$ cat config.mk
export PLATFORM = sky130hd
export DESIGN_NAME = calendar_alarm_core
export DESIGN_NICKNAME = d
export VERILOG_FILES = /design/src/rtl/calendar_alarm_core.sv
export SDC_FILE = /design/constraint.sdc
export NUM_CORES = 1
export LEC_CHECK = 0
export ABC_AREA = 1
export BUFFER_PORTS_ARGS = -buffer_cell sky130_fd_sc_hd__buf_2
export CORE_ASPECT_RATIO = 0.9
export CORE_UTILIZATION = 50
export DETAILED_ROUTE_END_ITERATION = 10
export GPL_ROUTABILITY_DRIVEN = 0
export PLACE_DENSITY_LB_ADDON = 0.3
export RECOVER_POWER = 100
export SLEW_MARGIN = 40
export SYNTH_ARGS = -nofsm -noshare
export SYNTH_HDL_FRONTEND = slang
export SYNTH_SLANG_ARGS = --single-unit
export TNS_END_PERCENT = 1
$ cat constraint.sdc
create_clock -name clk -period 4.35 [get_ports clk]
set_input_delay 0.87 -clock clk [delete_from_list [all_inputs] [get_ports clk]]
set_output_delay 0.87 -clock clk [all_outputs]
set_load 0.01 [all_outputs]
$ cat src/rtl/calendar_alarm_core.sv
// ---------------------------------------------------------------------------
// calendar_alarm_core
//
// Full calendar time-keeper (second .. year) with leap-year handling, a
// validated load handshake, a 12/24-hour display view and NUM_ALARM
// independent sticky alarm channels. The calendar advances on the one-cycle
// clk1sec enable.
//
// Parameters
//   YEAR_BASE  calendar year represented by year==0 (leap-year rule only)
//   NUM_ALARM  number of alarm channels, 1..8
//   YEAR_MAX   last year offset before year wraps to 0, <=255
//
// Ports
//   clk         system clock
//   rst         asynchronous, active-low reset
//   clk1sec     one-cycle 1 Hz advance enable
//   set_time    one-cycle load strobe
//   bin_time    {year,month,day,hour,minute,second}, 8 bits each, binary
//   mode_12h    1 = disp_hour shown in 12-hour form
//   alarm_en    per-channel alarm enable
//   alarm_time  per channel {hour[15:8],minute[7:0]}, channel 0 in LSBs
//   alarm_ack   per-channel clear pulse
//   year..second  current time, binary, registered
//   disp_hour   display hour, decoded from the registered hour
//   pm          1 when hour >= 12, decoded from the registered hour
//   alarm_hit   sticky per-channel alarm flags, registered
//   set_err     one-cycle pulse after a rejected load, registered
// ---------------------------------------------------------------------------
module calendar_alarm_core #(
  parameter int YEAR_BASE = 2000,
  parameter int NUM_ALARM = 2,
  parameter int YEAR_MAX  = 99
) (
  input  logic                   clk,
  input  logic                   rst,
  input  logic                   clk1sec,
  input  logic                   set_time,
  input  logic [47:0]            bin_time,
  input  logic                   mode_12h,
  input  logic [NUM_ALARM-1:0]   alarm_en,
  input  logic [16*NUM_ALARM-1:0] alarm_time,
  input  logic [NUM_ALARM-1:0]   alarm_ack,
  output logic [7:0]             year,
  output logic [7:0]             month,
  output logic [7:0]             day,
  output logic [7:0]             hour,
  output logic [7:0]             minute,
  output logic [7:0]             second,
  output logic [7:0]             disp_hour,
  output logic                   pm,
  output logic [NUM_ALARM-1:0]   alarm_hit,
  output logic                   set_err
);

  localparam logic [7:0] LP_YEAR_MAX = 8'(YEAR_MAX);

  // -------------------------------------------------------------------------
  // Calendar helpers
  // -------------------------------------------------------------------------
  function automatic logic is_leap(input logic [7:0] y);
    int full;
    full = YEAR_BASE + int'(y);
    return ((full % 4) == 0) && (((full % 100) != 0) || ((full % 400) == 0));
  endfunction

  // Returns 0 for an out-of-range month so that any day check fails.
  function automatic logic [7:0] days_in_month(input logic [7:0] m,
                                               input logic [7:0] y);
    logic [7:0] d;
    case (m)
      8'd1, 8'd3, 8'd5, 8'd7, 8'd8, 8'd10, 8'd12: d = 8'd31;
      8'd4, 8'd6, 8'd9, 8'd11:                    d = 8'd30;
      8'd2:                                       d = is_leap(y) ? 8'd29 : 8'd28;
      default:                                    d = 8'd0;
    endcase
    return d;
  endfunction

  // -------------------------------------------------------------------------
  // State
  // -------------------------------------------------------------------------
  logic [7:0]           r_year;
  logic [7:0]           r_month;
  logic [7:0]           r_day;
  logic [7:0]           r_hour;
  logic [7:0]           r_minute;
  logic [7:0]           r_second;
  logic [NUM_ALARM-1:0] r_alarm_hit;
  logic                 r_set_err;

  // -------------------------------------------------------------------------
  // Tick (increment) path: carry chain from second up to year
  // -------------------------------------------------------------------------
  logic [7:0] w_dim_cur;
  logic       w_sec_wrap;
  logic       w_min_wrap;
  logic       w_hour_wrap;
  logic       w_day_wrap;
  logic       w_mon_wrap;
  logic [7:0] w_tick_year;
  logic [7:0] w_tick_month;
  logic [7:0] w_tick_day;
  logic [7:0] w_tick_hour;
  logic [7:0] w_tick_minute;
  logic [7:0] w_tick_second;

  assign w_dim_cur   = days_in_month(r_month, r_year);
  assign w_sec_wrap  = (r_second == 8'd59);
  assign w_min_wrap  = w_sec_wrap  && (r_minute == 8'd59);
  assign w_hour_wrap = w_min_wrap  && (r_hour == 8'd23);
  assign w_day_wrap  = w_hour_wrap && (r_day == w_dim_cur);
  assign w_mon_wrap  = w_day_wrap  && (r_month == 8'd12);

  assign w_tick_second = w_sec_wrap ? 8'd0 : r_second + 8'd1;
  assign w_tick_minute = !w_sec_wrap ? r_minute :
                         (w_min_wrap ? 8'd0 : r_minute + 8'd1);
  assign w_tick_hour   = !w_min_wrap ? r_hour :
                         (w_hour_wrap ? 8'd0 : r_hour + 8'd1);
  assign w_tick_day    = !w_hour_wrap ? r_day :
                         (w_day_wrap ? 8'd1 : r_day + 8'd1);
  assign w_tick_month  = !w_day_wrap ? r_month :
                         (w_mon_wrap ? 8'd1 : r_month + 8'd1);
  assign w_tick_year   = !w_mon_wrap ? r_year :
                         ((r_year == LP_YEAR_MAX) ? 8'd0 : r_year + 8'd1);

  // -------------------------------------------------------------------------
  // Load path: validate the requested time before accepting it
  // -------------------------------------------------------------------------
  logic [7:0] w_set_year;
  logic [7:0] w_set_month;
  logic [7:0] w_set_day;
  logic [7:0] w_set_hour;
  logic [7:0] w_set_minute;
  logic [7:0] w_set_second;
  logic [7:0] w_set_dim;
  logic       w_set_valid;

  assign w_set_year   = bin_time[47:40];
  assign w_set_month  = bin_time[39:32];
  assign w_set_day    = bin_time[31:24];
  assign w_set_hour   = bin_time[23:16];
  assign w_set_minute = bin_time[15:8];
  assign w_set_second = bin_time[7:0];

  // Month length comes from the requested year/month, not the current date.
  assign w_set_dim   = days_in_month(w_set_month, w_set_year);
  assign w_set_valid = (w_set_month >= 8'd1) && (w_set_month <= 8'd12) &&
                       (w_set_day >= 8'd1) && (w_set_day <= w_set_dim) &&
                       (w_set_hour <= 8'd23) && (w_set_minute <= 8'd59) &&
                       (w_set_second <= 8'd59) && (w_set_year <= LP_YEAR_MAX);

  // A load takes priority over a coincident tick; the tick is dropped.
  logic w_do_tick;
  assign w_do_tick = clk1sec && !set_time;

  // -------------------------------------------------------------------------
  // Alarm match: only a real tick landing on second 0 can fire a channel.
  // Out-of-range alarm times can never equal a legal tick hour/minute.
  // -------------------------------------------------------------------------
  logic [NUM_ALARM-1:0] w_fire;

  // NOTE: every signal written in always_comb gets a default first, so no
  // path leaves it unassigned and no latch is inferred.
  always_comb begin
    w_fire = '0;
    for (int i = 0; i < NUM_ALARM; i++) begin
      w_fire[i] = w_do_tick && w_sec_wrap && alarm_en[i] &&
                  (alarm_time[16*i+8 +: 8] == w_tick_hour) &&
                  (alarm_time[16*i   +: 8] == w_tick_minute);
    end
  end

  // -------------------------------------------------------------------------
  // Sequential update
  // -------------------------------------------------------------------------
  // NOTE: state uses non-blocking assignments so every register samples the
  // pre-edge values, independent of statement order.
  always_ff @(posedge clk or negedge rst) begin
    if (!rst) begin
      r_year      <= 8'd0;
      r_month     <= 8'd1;
      r_day       <= 8'd1;
      r_hour      <= 8'd0;
      r_minute    <= 8'd0;
      r_second    <= 8'd0;
      r_alarm_hit <= '0;
      r_set_err   <= 1'b0;
    end else begin
      r_set_err <= set_time && !w_set_valid;

      if (set_time) begin
        if (w_set_valid) begin
          r_year   <= w_set_year;
          r_month  <= w_set_month;
          r_day    <= w_set_day;
          r_hour   <= w_set_hour;
          r_minute <= w_set_minute;
          r_second <= w_set_second;
        end
      end else if (clk1sec) begin
        r_year   <= w_tick_year;
        r_month  <= w_tick_month;
        r_day    <= w_tick_day;
        r_hour   <= w_tick_hour;
        r_minute <= w_tick_minute;
        r_second <= w_tick_second;
      end

      // A fresh fire beats a same-cycle ack; disabling a channel clears it.
      r_alarm_hit <= w_fire | (r_alarm_hit & ~alarm_ack & alarm_en);
    end
  end

  // -------------------------------------------------------------------------
  // Outputs
  // -------------------------------------------------------------------------
  assign year      = r_year;
  assign month     = r_month;
  assign day       = r_day;
  assign hour      = r_hour;
  assign minute    = r_minute;
  assign second    = r_second;
  assign alarm_hit = r_alarm_hit;
  assign set_err   = r_set_err;

  assign pm = (r_hour >= 8'd12);

  // 12-hour view: 0 -> 12, 1..12 unchanged, 13..23 -> hour-12.
  always_comb begin
    disp_hour = r_hour;
    if (mode_12h) begin
      if (r_hour == 8'd0) begin
        disp_hour = 8'd12;
      end else if (r_hour > 8'd12) begin
        disp_hour = r_hour - 8'd12;
      end
    end
  end

endmodule

## Word level (Yosys, flattened, before mapping)

Cells that the tools add are included.

| operators by class | value |
|---|---|
| magnitude comparators | 10 |
| muxes and demuxes | 36 |
| eq/ne operators | 34 |
| add/subtract/negate cells | 9 |
| bitwise gates (word level) | 6 |
| divide/modulo/power cells | 4 |
| reductions and logical operators | 47 |

Operator list:

| operator | count |
|---|---|
| 2-to-1 mux 8 bit | 32 |
| zero test 32 bit | 4 |
| == test 8 x 4 -> 1 bit, second input constant | 10 |
| == test 8 x 3 -> 1 bit, second input constant | 8 |
| modulo 32 x 10 -> 32 bit, second input constant | 2 |
| modulo 32 x 8 -> 32 bit, second input constant | 2 |
| nonzero test 32 bit | 2 |
| adder 8 x 1 -> 8 bit, second input constant | 6 |
| == test 8 bit | 5 |
| == test 8 x 2 -> 1 bit, second input constant | 4 |
| one-hot mux 5 bit (3 select lines) | 2 |
| adder 11 x 8 -> 12 bit, first input constant | 2 |
| logical AND 1 bit | 22 |
| == test 8 x 1 -> 1 bit, second input constant | 2 |
| == test 8 x 6 -> 1 bit, second input constant | 2 |
| greater-or-equal comparator 8 x 1 -> 1 bit, second input constant | 2 |
| less-or-equal comparator 8 x 6 -> 1 bit, second input constant | 2 |
| OR reduction 7 bit | 2 |
| AND reduction 3 bit | 3 |
| == test 8 x 5 -> 1 bit, second input constant | 1 |
| == test 8 x 7 -> 1 bit, second input constant | 1 |
| greater-or-equal comparator 8 x 4 -> 1 bit, second input constant | 1 |
| greater-than comparator 8 x 4 -> 1 bit, second input constant | 1 |
| less-or-equal comparator 8 x 4 -> 1 bit, second input constant | 1 |
| 17 further kinds | 27 |

| word-level totals | value |
|---|---|
| bits in registers | 51 |
| logic and storage cells | 154 |
| bits of input ports | 89 |
| output and inout port bits | 60 |

## Depth between registers and ports, before layout

Gate-level depths: netlist of the first run.

| logic depth | value |
|---|---|
| word-level depth | 15 |
| depth in mapped cells | 55 |
| mapped depth without buffers | 55 |

## Least setup slack after synthesis of the first run

Ideal clock, no wire load.

| timing path | value |
|---|---|
| path type | input port to flip-flop |
| start | in bin_time[44] |
| end | reg r_minute[0], in the netlist minute[0] |
| data required time | 4.212 ns |
| arrival | 6.294 ns |
| cell stages on the path | 49 |
| buffers on the path | 2 |
| setup slack | -2.083 ns |
| cells stage by stage | ha_1 nor2_2 nand2_2 inv_2 ha_1 o21ai_1 nand2_1 nor2_1 inv_1 o21ai_0 xor2_1 nor2_1 nor2_2 nand2_2 nand2_2 nand2_2 nor2_1 nand2_1 (+13 left out) nand2_1 inv_1 nand3_1 nand2_1 nand3_1 nor3_1 nand2_1 nand2_1 nand2_1 ha_1 nand3_1 a2bb2oi_1 nor3_1 nand2_1 nand2_1 clkbuf_1 clkbuf_1 a31oi_1 |

| on the way | value |
|---|---|
| longest elaborated chain between the ends | 15 |
| elaborated cells on any way between the ends | 18 |
| classes of those cells | add/sub: 1; div: 2; order compare: 2; eq/ne: 1; mux: 2; reduce/logical: 10 |

Ends and longest elaborated chain:

| element | RTL line | source |
|---|---|---|
| start, declared | 39 | `input logic [47:0] bin_time,` |
| adder 11 x 8 -> 12 bit | 63 | `full = YEAR_BASE + int'(y);` |
| modulo 32 x 8 -> 32 bit / modulo 32 x 10 -> 32 bit (equally long branches) | 64 | `return ((full % 4) == 0) && (((full % 100) != 0) \|\| ((full % 400) == 0));` |
| nonzero test 32 bit / zero test 32 bit (equally long branches) | 64 |  |
| logical OR 1 bit | 64 |  |
| logical AND 1 bit | 64 |  |
| 2-to-1 mux 1 bit | 74 | `8'd2: d = is_leap(y) ? 8'd29 : 8'd28;` |
| one-hot mux 5 bit (3 select lines) | 71 | `case (m)` |
| less-or-equal comparator 8 bit | 149 | `(w_set_day >= 8'd1) && (w_set_day <= w_set_dim) &&` |
| logical AND 1 bit (2 in series) | 149 |  |
| logical AND 1 bit (2 in series) | 150 | `(w_set_hour <= 8'd23) && (w_set_minute <= 8'd59) &&` |
| logical AND 1 bit (*) | 151 | `(w_set_second <= 8'd59) && (w_set_year <= LP_YEAR_MAX);` |
| != test 2 x 1 -> 1 bit (no line) (*) | -- |  |
| AND reduction 2 bit (no line) (*) | -- |  |
| end signal, assigned | 198 | `r_minute <= w_set_minute;` |
| end signal, assigned | 206 | `r_minute <= w_tick_minute;` |
| end, declared | 87 | `logic [7:0] r_minute;` |

Every way passes the cells marked *; elsewhere a longest branch is shown, timed or not.
A chain may end at the register's enable or synchronous reset.

## Worst setup path after layout of the first run

| timing path | value |
|---|---|
| start | in bin_time[46] |
| end | reg r_day[0], in the netlist day[0] |

| on the way | value |
|---|---|
| longest elaborated chain between the ends | 15 |
| elaborated cells on any way between the ends | 18 |
| classes of those cells | add/sub: 1; div: 2; order compare: 2; eq/ne: 1; mux: 2; reduce/logical: 10 |

Ends and longest elaborated chain:

| element | RTL line | source |
|---|---|---|
| adder 11 x 8 -> 12 bit | 63 |  |
| modulo 32 x 8 -> 32 bit / modulo 32 x 10 -> 32 bit (equally long branches) | 64 |  |
| nonzero test 32 bit / zero test 32 bit (equally long branches) | 64 |  |
| logical OR 1 bit | 64 |  |
| logical AND 1 bit | 64 |  |
| 2-to-1 mux 1 bit | 74 |  |
| one-hot mux 5 bit (3 select lines) | 71 |  |
| less-or-equal comparator 8 bit | 149 |  |
| logical AND 1 bit (2 in series) | 149 |  |
| logical AND 1 bit (2 in series) | 150 |  |
| logical AND 1 bit (*) | 151 |  |
| != test 2 x 1 -> 1 bit (no line) (*) | -- |  |
| AND reduction 3 bit (no line) (*) | -- |  |
| end signal, assigned | 196 | `r_day <= w_set_day;` |
| end signal, assigned | 204 | `r_day <= w_tick_day;` |
| end, declared | 85 | `logic [7:0] r_day;` |

Marked as above.

==> results of run 1 <==
[synthesized netlist by cell type (13+ instances only)]
| cell type | instances | share of area |
|---|---|---|
| clkbuf_1 | 15 | 0.0090 |
| nor4_1 | 13 | 0.013 |
| nor3_1 | 21 | 0.017 |
| inv_1 | 144 | 0.086 |
| nand2_2 | 18 | 0.018 |
| xnor2_1 | 14 | 0.020 |
| nor2_1 | 95 | 0.057 |
| nand3_1 | 80 | 0.064 |
| xor2_1 | 34 | 0.048 |
| dfrtp_1 | 49 | 0.20 |
| nand2_1 | 272 | 0.16 |
| nand4_1 | 31 | 0.031 |
| ha_1 | 27 | 0.054 |
| a21oi_1 | 33 | 0.026 |
| o21ai_0 | 62 | 0.050 |
[worst min-delay path: stages, from the launching register on]
cell and delay, ns:
dfrtp_1 0.35, nand3b_1 0.08, o31ai_1 0.07
[final cells by class]
class                      count  share of cell area
tap                          160              0.0226
clock buffer                   5              0.0141
multi-input combinational    794               0.540
inverter                     155              0.0664
sequential                    51               0.144
timing repair buffer         292               0.205
clock inverter                 3             0.00761
antenna                        2            0.000564
[metrics by stage]
step                setup WS [ns]  instances  utilization  total power [uW]
floorplan                   -1.73       1018            -              1730
global placement            -1.81       1419        0.659              2280
detailed placement          -2.15       1419        0.659              2310
CTS                         -1.65       1451        0.712              2960
global route                -2.27       1462        0.732              3380
finish                      -1.95       1462        0.732              3140
[logic make-up after synthesis]
logic type	count (synthesis)	synth area share
AND/OR/NAND/NOR	573	0.428
adder cells (fa/ha/maj)	27	0.0539
XOR/XNOR	49	0.0697
AO/OA/AOI/OAI	145	0.137
flip-flops	51	0.204
buffers and inverters	173	0.107
[per-layer routing]
layer / global-route usage / up-vias / share of wire
met5: 0 / - / 0.00062
met4: 0.102 / 2 / 0.034
met3: 0.0475 / 59 / 0.068
met2: 0.528 / 339 / 0.47
met1: 0.391 / 3579 / 0.43
li1: - / 3904 / -
[path summary, 6_finish.rpt]
check                               endpoint  depth (start not counted)
worst max-delay path                  day[0]                         51
worst min-delay path            alarm_hit[0]                          2
worst max register to register      month[1]                         39
worst min register to register  alarm_hit[0]                          2
max in group asynchronous           month[2]                          2
min in group asynchronous       alarm_hit[0]                          1
[placed cells by master, fill, tap and decap left out, types with 8 or more instances in the layout]
cell type	count
nand2_1	245
inv_1	137
buf_4	124
buf_2	91
nor2_1	81
nand3_1	69
clkbuf_1	60
o21ai_0	52
dfrtp_1	49
nand2_2	32
xor2_1	31
nand4_1	31
a21oi_1	28
ha_1	24
nor3_1	18
nand3_2	15
nand2_4	14
inv_2	13
nor4_1	13
nor2_4	12
xnor2_1	12
nor2_2	12
buf_6	12
o211ai_1	8
o22ai_1	8
[timing repair]
action | CTS | global route
resized for setup | 76 | 63
setup endpoints to repair | 49 | 49
hold endpoints to repair | 0 | 0
hold buffers | 0 | 0
buffers inserted | 24 | 9
pin swaps | 53 | 49
[where the power goes]
part / internal (uW) / switching (uW)
clock network: 330 / 193
registers: 533 / 87.7
logic: 847 / 1150
[sequential cells by signal (all words and copies together), names as in the netlist]
name	count
set_err	1
month	8
day	8
year	8
minute	8
alarm_hit	2
hour	8
second	8
==> results.yml, run 1 <==
final_layout:
  nets: 1415
  seqCellArea_sq_mm: 0.00128
  stdcell_area_sq_mm: 0.00887
  drive_gt1_frac: 0.299
  multi_input_area_sq_mm: 0.00479
  syn2layout_area_growth_pct: 41.7
  fillCellCount: 974
sta:
  hold_viol_final: 0
  relSlewSlack: -0.236
  hold_ws_ns: 0.532
  fin_ws_ns: -1.95
  fin_crit_ns: 6.30
  grt_setup_unrepaired: "yes"
  maxSlewViolCount: 34
  max_freq_mhz: 159
  finClkSkew_ns: 0.0104
  setup_violations: 49
  setup_tns_ns: -89.55
  worstMarginPinSlew_ns: 1.85
  min_period_over_period: 1.45
pwr:
  power_density_mw_per_mm2: 354
  p_leak_uw: 0.00452
  irDropWorstVdd_uv: 230
cts:
  clock_sinks: 51
  clock_path_buffers: 2
  numCtsBuffers: 5
  clk_latency_ns: 0.30
  htreeDepth: 2
  cts_tree: "built"
  path_clk_slew_ns: 0.07
  cts_root_buf: "clkbuf_16"
route:
  dr.pass1.iters: 7
  wire_per_inst_um: 14.4
  via_count: 7883
  drtIter0Drc: 596
  wl_mm: 21.0
  drc: 0
  antenna_left: 0
  drt-vias-per-instance: 5.39
worst_hold_path:
  worstHoldStart: "alarm_hit[0]"
  hold_class: "flop to flop"
global_routing:
  grt_use_total: 0.306
  grt_remaining_overflow: 0
  antenna_found_initial: 3
  grt_pass1_wl_mm: 32.5
  grt_max_degree: 45
  grt_pass1_vias: 7149
yosys:
  ys_warn_count: 0
  synthArstFlopShare: 1.00
  syn_area_sq_mm: 0.00626
  synth_sequential_area_ratio: 0.204
  synth_edf_count: 0
  yosysUniqueCellTypes: 55
  syn_nets: 1134
  synth_seq_cells: 51
  avgSynthCellArea_sq_um: 6.15
  synth_flop_cell: "dfrtp_1"
  postSynthCellCount: 1018
critical_path:
  startpoint: "bin_time[46]"
  crit_buf_inv: 10
  r2r-start: "year[5]"
  crit_fanout: 6
  slowest_stage: "xor2_2"
  cpPeakStageDelay_ns: 0.24
  crit_family: "simple AND/OR/NAND/NOR gates"
  arrival_ns: 6.52
  cp-end-kind: "flop"
  required_ns: 4.58
  cp-start-kind: "input port"
  r2r_setup_slack_ns: -0.68
  crit_top_cell: "nor2_4"
  path_class: "input port to flop"
place:
  dp_hpwl_mm: 15.0
  portBuffers: 148
  placed_area_sq_mm: 0.00799
floorplan:
  io_pins: 149
  die_h_um: 108
  die-area_sq_mm: 0.0130
  rows: 38
  core_area_sq_mm: 0.0121
  start_util: 0.517
  die_x_um: 120
job:
  drv_cap: 1
run_status:
  status: "complete, but fails checks"
  violations: "max-capacitance violations, max-slew violations, negative setup slack"
Power figures use the tool's default switching activity.
==> run 2, diff against run 1 <==
--- a/config.mk
+++ b/config.mk
@@ -8,7 +8,7 @@
 export ABC_AREA = 1
 export BUFFER_PORTS_ARGS = -buffer_cell sky130_fd_sc_hd__buf_2
 export CORE_ASPECT_RATIO = 0.9
-export CORE_UTILIZATION = 50
+export CORE_UTILIZATION = 56
 export DETAILED_ROUTE_END_ITERATION = 10
 export GPL_ROUTABILITY_DRIVEN = 0
 export PLACE_DENSITY_LB_ADDON = 0.3
==> constraint.sdc (replaced) <==
create_clock -name clk -period 6.3 [get_ports clk]
set_input_delay 1.26 -clock clk [delete_from_list [all_inputs] [get_ports clk]]
set_output_delay 1.26 -clock clk [all_outputs]
set_load 0.01 [all_outputs]
==> results.yml, run 2 (synthesis gave the netlist of run 1 again) <==
route:
  via_count: 8072
  wire_per_inst_um: 15.7
  wl_mm: 21.9
  dr.pass1.iters: 6
  drt-vias-per-instance: 5.80
  antenna_left: 0
  drc: 0
  drtIter0Drc: 753
global_routing:
  grt_use_total: 0.353
  antenna_found_initial: 0
  grt_max_degree: 52
  grt_pass1_wl_mm: 33.2
  grt_remaining_overflow: 0
  grt_pass1_vias: 7147
place:
  pre_cts_ws_ns: -0.606
  dp_hpwl_mm: 14.4
  portBuffers: 148
  placed_area_sq_mm: 0.00754
final_layout:
  final_common_cell: "nand2_1"
  seqCellArea_sq_mm: 0.00128
  syn2layout_area_growth_pct: 33.5
  multi_input_area_sq_mm: 0.00476
  fillCellCount: 835
  final_cell_mix: "nand2_1, inv_1, buf_2"
  diodes: 0
  drive_gt1_frac: 0.262
  stdcell_area_sq_mm: 0.00836
  nets: 1354
  utilization: 0.770
worst_hold_path:
  hold_class: "flop to flop"
  whs_endpoint: "alarm_hit[1]"
  hold_depth: 2
  worstHoldStart: "alarm_hit[1]"
critical_path:
  cpPeakStageDelay_ns: 0.32
  r2r_setup_slack_ns: 0.63
  cp-start-kind: "input port"
  required_ns: 6.50
  arrival_ns: 7.21
  cp-end-kind: "flop"
  slowest_stage: "ha_2"
  reg2reg_depth: 36
  crit_top_cell: "nor2_4"
  crit_fanout: 31
  r2r-start: "year[6]"
  reg2reg_to: "year[6]"
  path_class: "input port to flop"
pwr:
  irDropWorstVdd_uv: 134
  power_density_mw_per_mm2: 255
  p_leak_uw: 0.00424
sta:
  max_freq_mhz: 142
  min_period_over_period: 1.11
  maxSlewViolCount: 52
  fin_ws_ns: -0.718
  fin_crit_ns: 7.02
  grt_setup_unrepaired: "yes"
  hold_viol_final: 0
  relSlewSlack: -0.933
  setup_tns_ns: -29.19
  setup_violations: 49
  worstMarginPinSlew_ns: 2.90
  finClkSkew_ns: 0.00987
cts:
  clock_path_buffers: 2
  cts_tree: "built"
  numCtsBuffers: 5
  clk_latency_ns: 0.30
  htreeDepth: 2
  cts-hold-fix-buffers: 0
  cts_root_buf: "clkbuf_16"
  path_clk_slew_ns: 0.07
  clock_sinks: 51
floorplan:
  die-area_sq_mm: 0.0116
  io_pins: 149
  core_area_sq_mm: 0.0109
  rows: 36
  start_util: 0.577
  die_h_um: 102
  die_x_um: 113
job:
  drv_cap: 1
run_status:
  violations: "max-capacitance violations, max-slew violations, negative setup slack"
  status: "complete, but fails checks"
[run 2: changes by cell type in the layout (fill, tap and decap cells not counted), sizes merged]
cell,change
clkinvlp,-1
buf,-58
clkbuf,-2
diode,-2
[run 2: power breakdown]
part           internal [uW]  leakage, uW  total, uW  switching [uW]
Clock                    228    0.0000911        359             130
Sequential               368     0.000634        429            61.7
Combinational            519      0.00352       1340             823
[run 2: what timing repair did]
action | CTS | global route
setup buffers | 23 | 10
pin swaps | 47 | 48
gates resized for setup | 66 | 57
setup endpoints to repair | 48 | 49
[run 2: metrics by stage]
| step | std cells | total power (uW) | hold slack, ns |
|---|---|---|---|
| finish | 1391 | 2130 | 0.530 |
| global route | 1391 | 2270 | 0.577 |
| CTS | 1383 | 1980 | 0.504 |
| detailed placement | 1352 | 1510 | 0.499 |
| global placement | 1352 | 1480 | 0.494 |
| floorplan | 1018 | 1190 | 0.494 |
[run 2: critical path, delay by kind of cell]
kind	cells	cell delay [ns]
buffers and inverters	6	0.74
xor gates and xnor gates	1	0.24
adders and majority gates	3	0.69
and+or+nand+nor	34	3.70
AOI/OAI and AO/OA	4	0.56
[run 2: cell type report]
class | count | area share
clock buffers | 6 | 0.0154
well taps | 152 | 0.0227
flip-flops and latches | 51 | 0.153
repair buffers | 231 | 0.162
inverters | 155 | 0.0708
clock inverters | 2 | 0.00718
multi-input cells | 794 | 0.569
[run 2: per-layer routing]
metal | global-route usage | wire length (um)
met4 | 0.161 | 1020
met2 | 0.589 | 10100
met3 | 0.0492 | 1880
met5 | 0 | 0
met1 | 0.456 | 8860
[run 2: worst max path at each step]
stage                       startpoint         to  slack (ns)  cells after the start
after CTS                 bin_time[45]   month[0]       -0.05                     53
after global routing      bin_time[44]    hour[0]       -0.96                     48
final                     bin_time[44]  minute[6]       -0.72                     48
after floorplan           bin_time[44]   month[4]       -0.17                     50
after global placement    bin_time[44]  minute[1]       -0.31                     50
after detailed placement  bin_time[44]  minute[1]       -0.61                     50
==> run 3, diff against run 2 <==
--- a/config.mk
+++ b/config.mk
@@ -11,6 +11,7 @@
 export CORE_UTILIZATION = 56
 export DETAILED_ROUTE_END_ITERATION = 10
 export GPL_ROUTABILITY_DRIVEN = 0
+export MAX_ROUTING_LAYER = met4
 export PLACE_DENSITY_LB_ADDON = 0.3
 export RECOVER_POWER = 100
 export SLEW_MARGIN = 40
==> results.yml, run 3 (synthesis gave the netlist of run 1 again) <==
run_status:
  status: "complete, but fails checks"
  violations: "max-capacitance violations, max-slew violations, negative setup slack"
sta:
  setup_violations: 49
  hold_ws_ns: 0.511
  fin_crit_ns: 7.04
  grt_setup_unrepaired: "yes"
  maxSlewViolCount: 52
  fin_ws_ns: -0.741
  max_freq_mhz: 142
  hold_viol_final: 0
  worstMarginPinSlew_ns: 2.91
  setup_tns_ns: -30.72
  relSlewSlack: -0.943
  min_period_over_period: 1.12
  finClkSkew_ns: 0.0110
floorplan:
  core_area_sq_mm: 0.0109
  start_util: 0.577
  io_pins: 149
  rows: 36
  die_x_um: 113
  die_h_um: 102
  die-area_sq_mm: 0.0116
critical_path:
  cp-start-kind: "input port"
  crit_fanout: 5
  slowest_stage: "xor2_2"
  crit_buf_inv: 9
  crit_top_cell: "nor2_4"
  path_class: "input port to flop"
  crit_family: "simple AND/OR/NAND/NOR gates"
  required_ns: 6.54
  arrival_ns: 7.28
  r2r-start: "year[6]"
  r2r_setup_slack_ns: 0.62
  cpPeakStageDelay_ns: 0.23
  startpoint: "bin_time[45]"
  cp-end-kind: "flop"
route:
  drc: 0
  dr.pass1.iters: 6
  wl_mm: 22.3
  drt-vias-per-instance: 5.79
  antenna_left: 0
  drtIter0Drc: 781
  wire_per_inst_um: 16.0
  via_count: 8064
final_layout:
  drive_gt1_frac: 0.263
  fillCellCount: 832
  diodes: 0
  stdcell_area_sq_mm: 0.00841
  syn2layout_area_growth_pct: 34.3
  nets: 1356
  finalNonFillerCells: 1393
  final_cell_mix: "nand2_1, inv_1, buf_2"
  final_common_cell: "nand2_1"
global_routing:
  grt_pass1_wl_mm: 33.1
  antenna_found_initial: 0
  grt_max_degree: 52
  grt_remaining_overflow: 0
  grt_use_total: 0.363
  grt_pass1_vias: 7175
cts:
  htreeDepth: 2
  clock_path_buffers: 2
  cts-hold-fix-buffers: 0
  clock_sinks: 51
  path_clk_slew_ns: 0.07
  clk_latency_ns: 0.30
  cts_tree: "built"
  cts_root_buf: "clkbuf_16"
  numCtsBuffers: 5
pwr:
  power_density_mw_per_mm2: 257
  p_leak_uw: 0.00427
  irDropWorstVdd_uv: 171
place:
  placed_area_sq_mm: 0.00754
  portBuffers: 148
  dp_hpwl_mm: 14.4
  placed_cells: 1352
job:
  drv_cap: 1
worst_hold_path:
  hold_class: "flop to flop"
  worstHoldStart: "month[0]"
## run 3: routing by layer
| metal | global-route usage | vias to the layer above | share of wire |
|---|---|---|---|
| li1 | - | 3771 | - |
| met1 | 0.451 | 3670 | 0.40 |
| met2 | 0.591 | 507 | 0.47 |
| met3 | 0.0486 | 116 | 0.083 |
| met4 | 0.163 | 0 | 0.050 |
| met5 | - | - | 0 |
## run 3: final timing paths
path | endpoint | cells past startpoint
max | month[0] | 53
min | month[0] | 2
max reg2reg | year[0] | 37
min reg2reg | month[0] | 2
max in group asynchronous | month[1] | 2
min in group asynchronous | alarm_hit[0] | 2
## run 3: layout make-up
type,count,area (sq um),area share
Clock buffer,6,129,0.0153
Clock inverter,2,60.1,0.00714
Inverter,155,592,0.0704
Multi-Input combinational cell,794,4790,0.570
Sequential cell,51,1280,0.152
Tap cell,152,190,0.0226
Timing Repair Buffer,233,1370,0.163
## run 3: per-stage QoR
step | utilization | total power (uW) | worst slack, ns
final | 0.775 | 2160 | -0.741
after detailed placement | 0.695 | 1510 | -0.606
after global routing | 0.775 | 2290 | -0.979
after floorplan | - | 1190 | -0.171
after global placement | 0.695 | 1480 | -0.306
after CTS | 0.751 | 1980 | -0.0528
## run 3: what timing repair did
| action | in CTS | in global routing |
|---|---|---|
| buffers inserted | 23 | 12 |
| resized for setup | 66 | 64 |
| endpoints found under the setup margin | 48 | 49 |
| pin swaps | 47 | 54 |
## run 3: power by group
part           switching (uW)  internal [uW]  leakage [uW]
Sequential               62.3            368      0.000634
Clock                     135            228     0.0000911
Combinational             839            528       0.00354
Total                    1040           1120       0.00427
## run 3: worst register-to-register path, delay by kind of cell, from the launching register on
family | cells | cell delay (ns)
xor gates and xnor gates | 2 | 0.48
AOI/OAI and AO/OA | 1 | 0.22
DFF | 1 | 0.32
and+or+nand+nor | 29 | 3.39
adders and majority gates | 2 | 0.42
buffers and inverters | 3 | 0.75
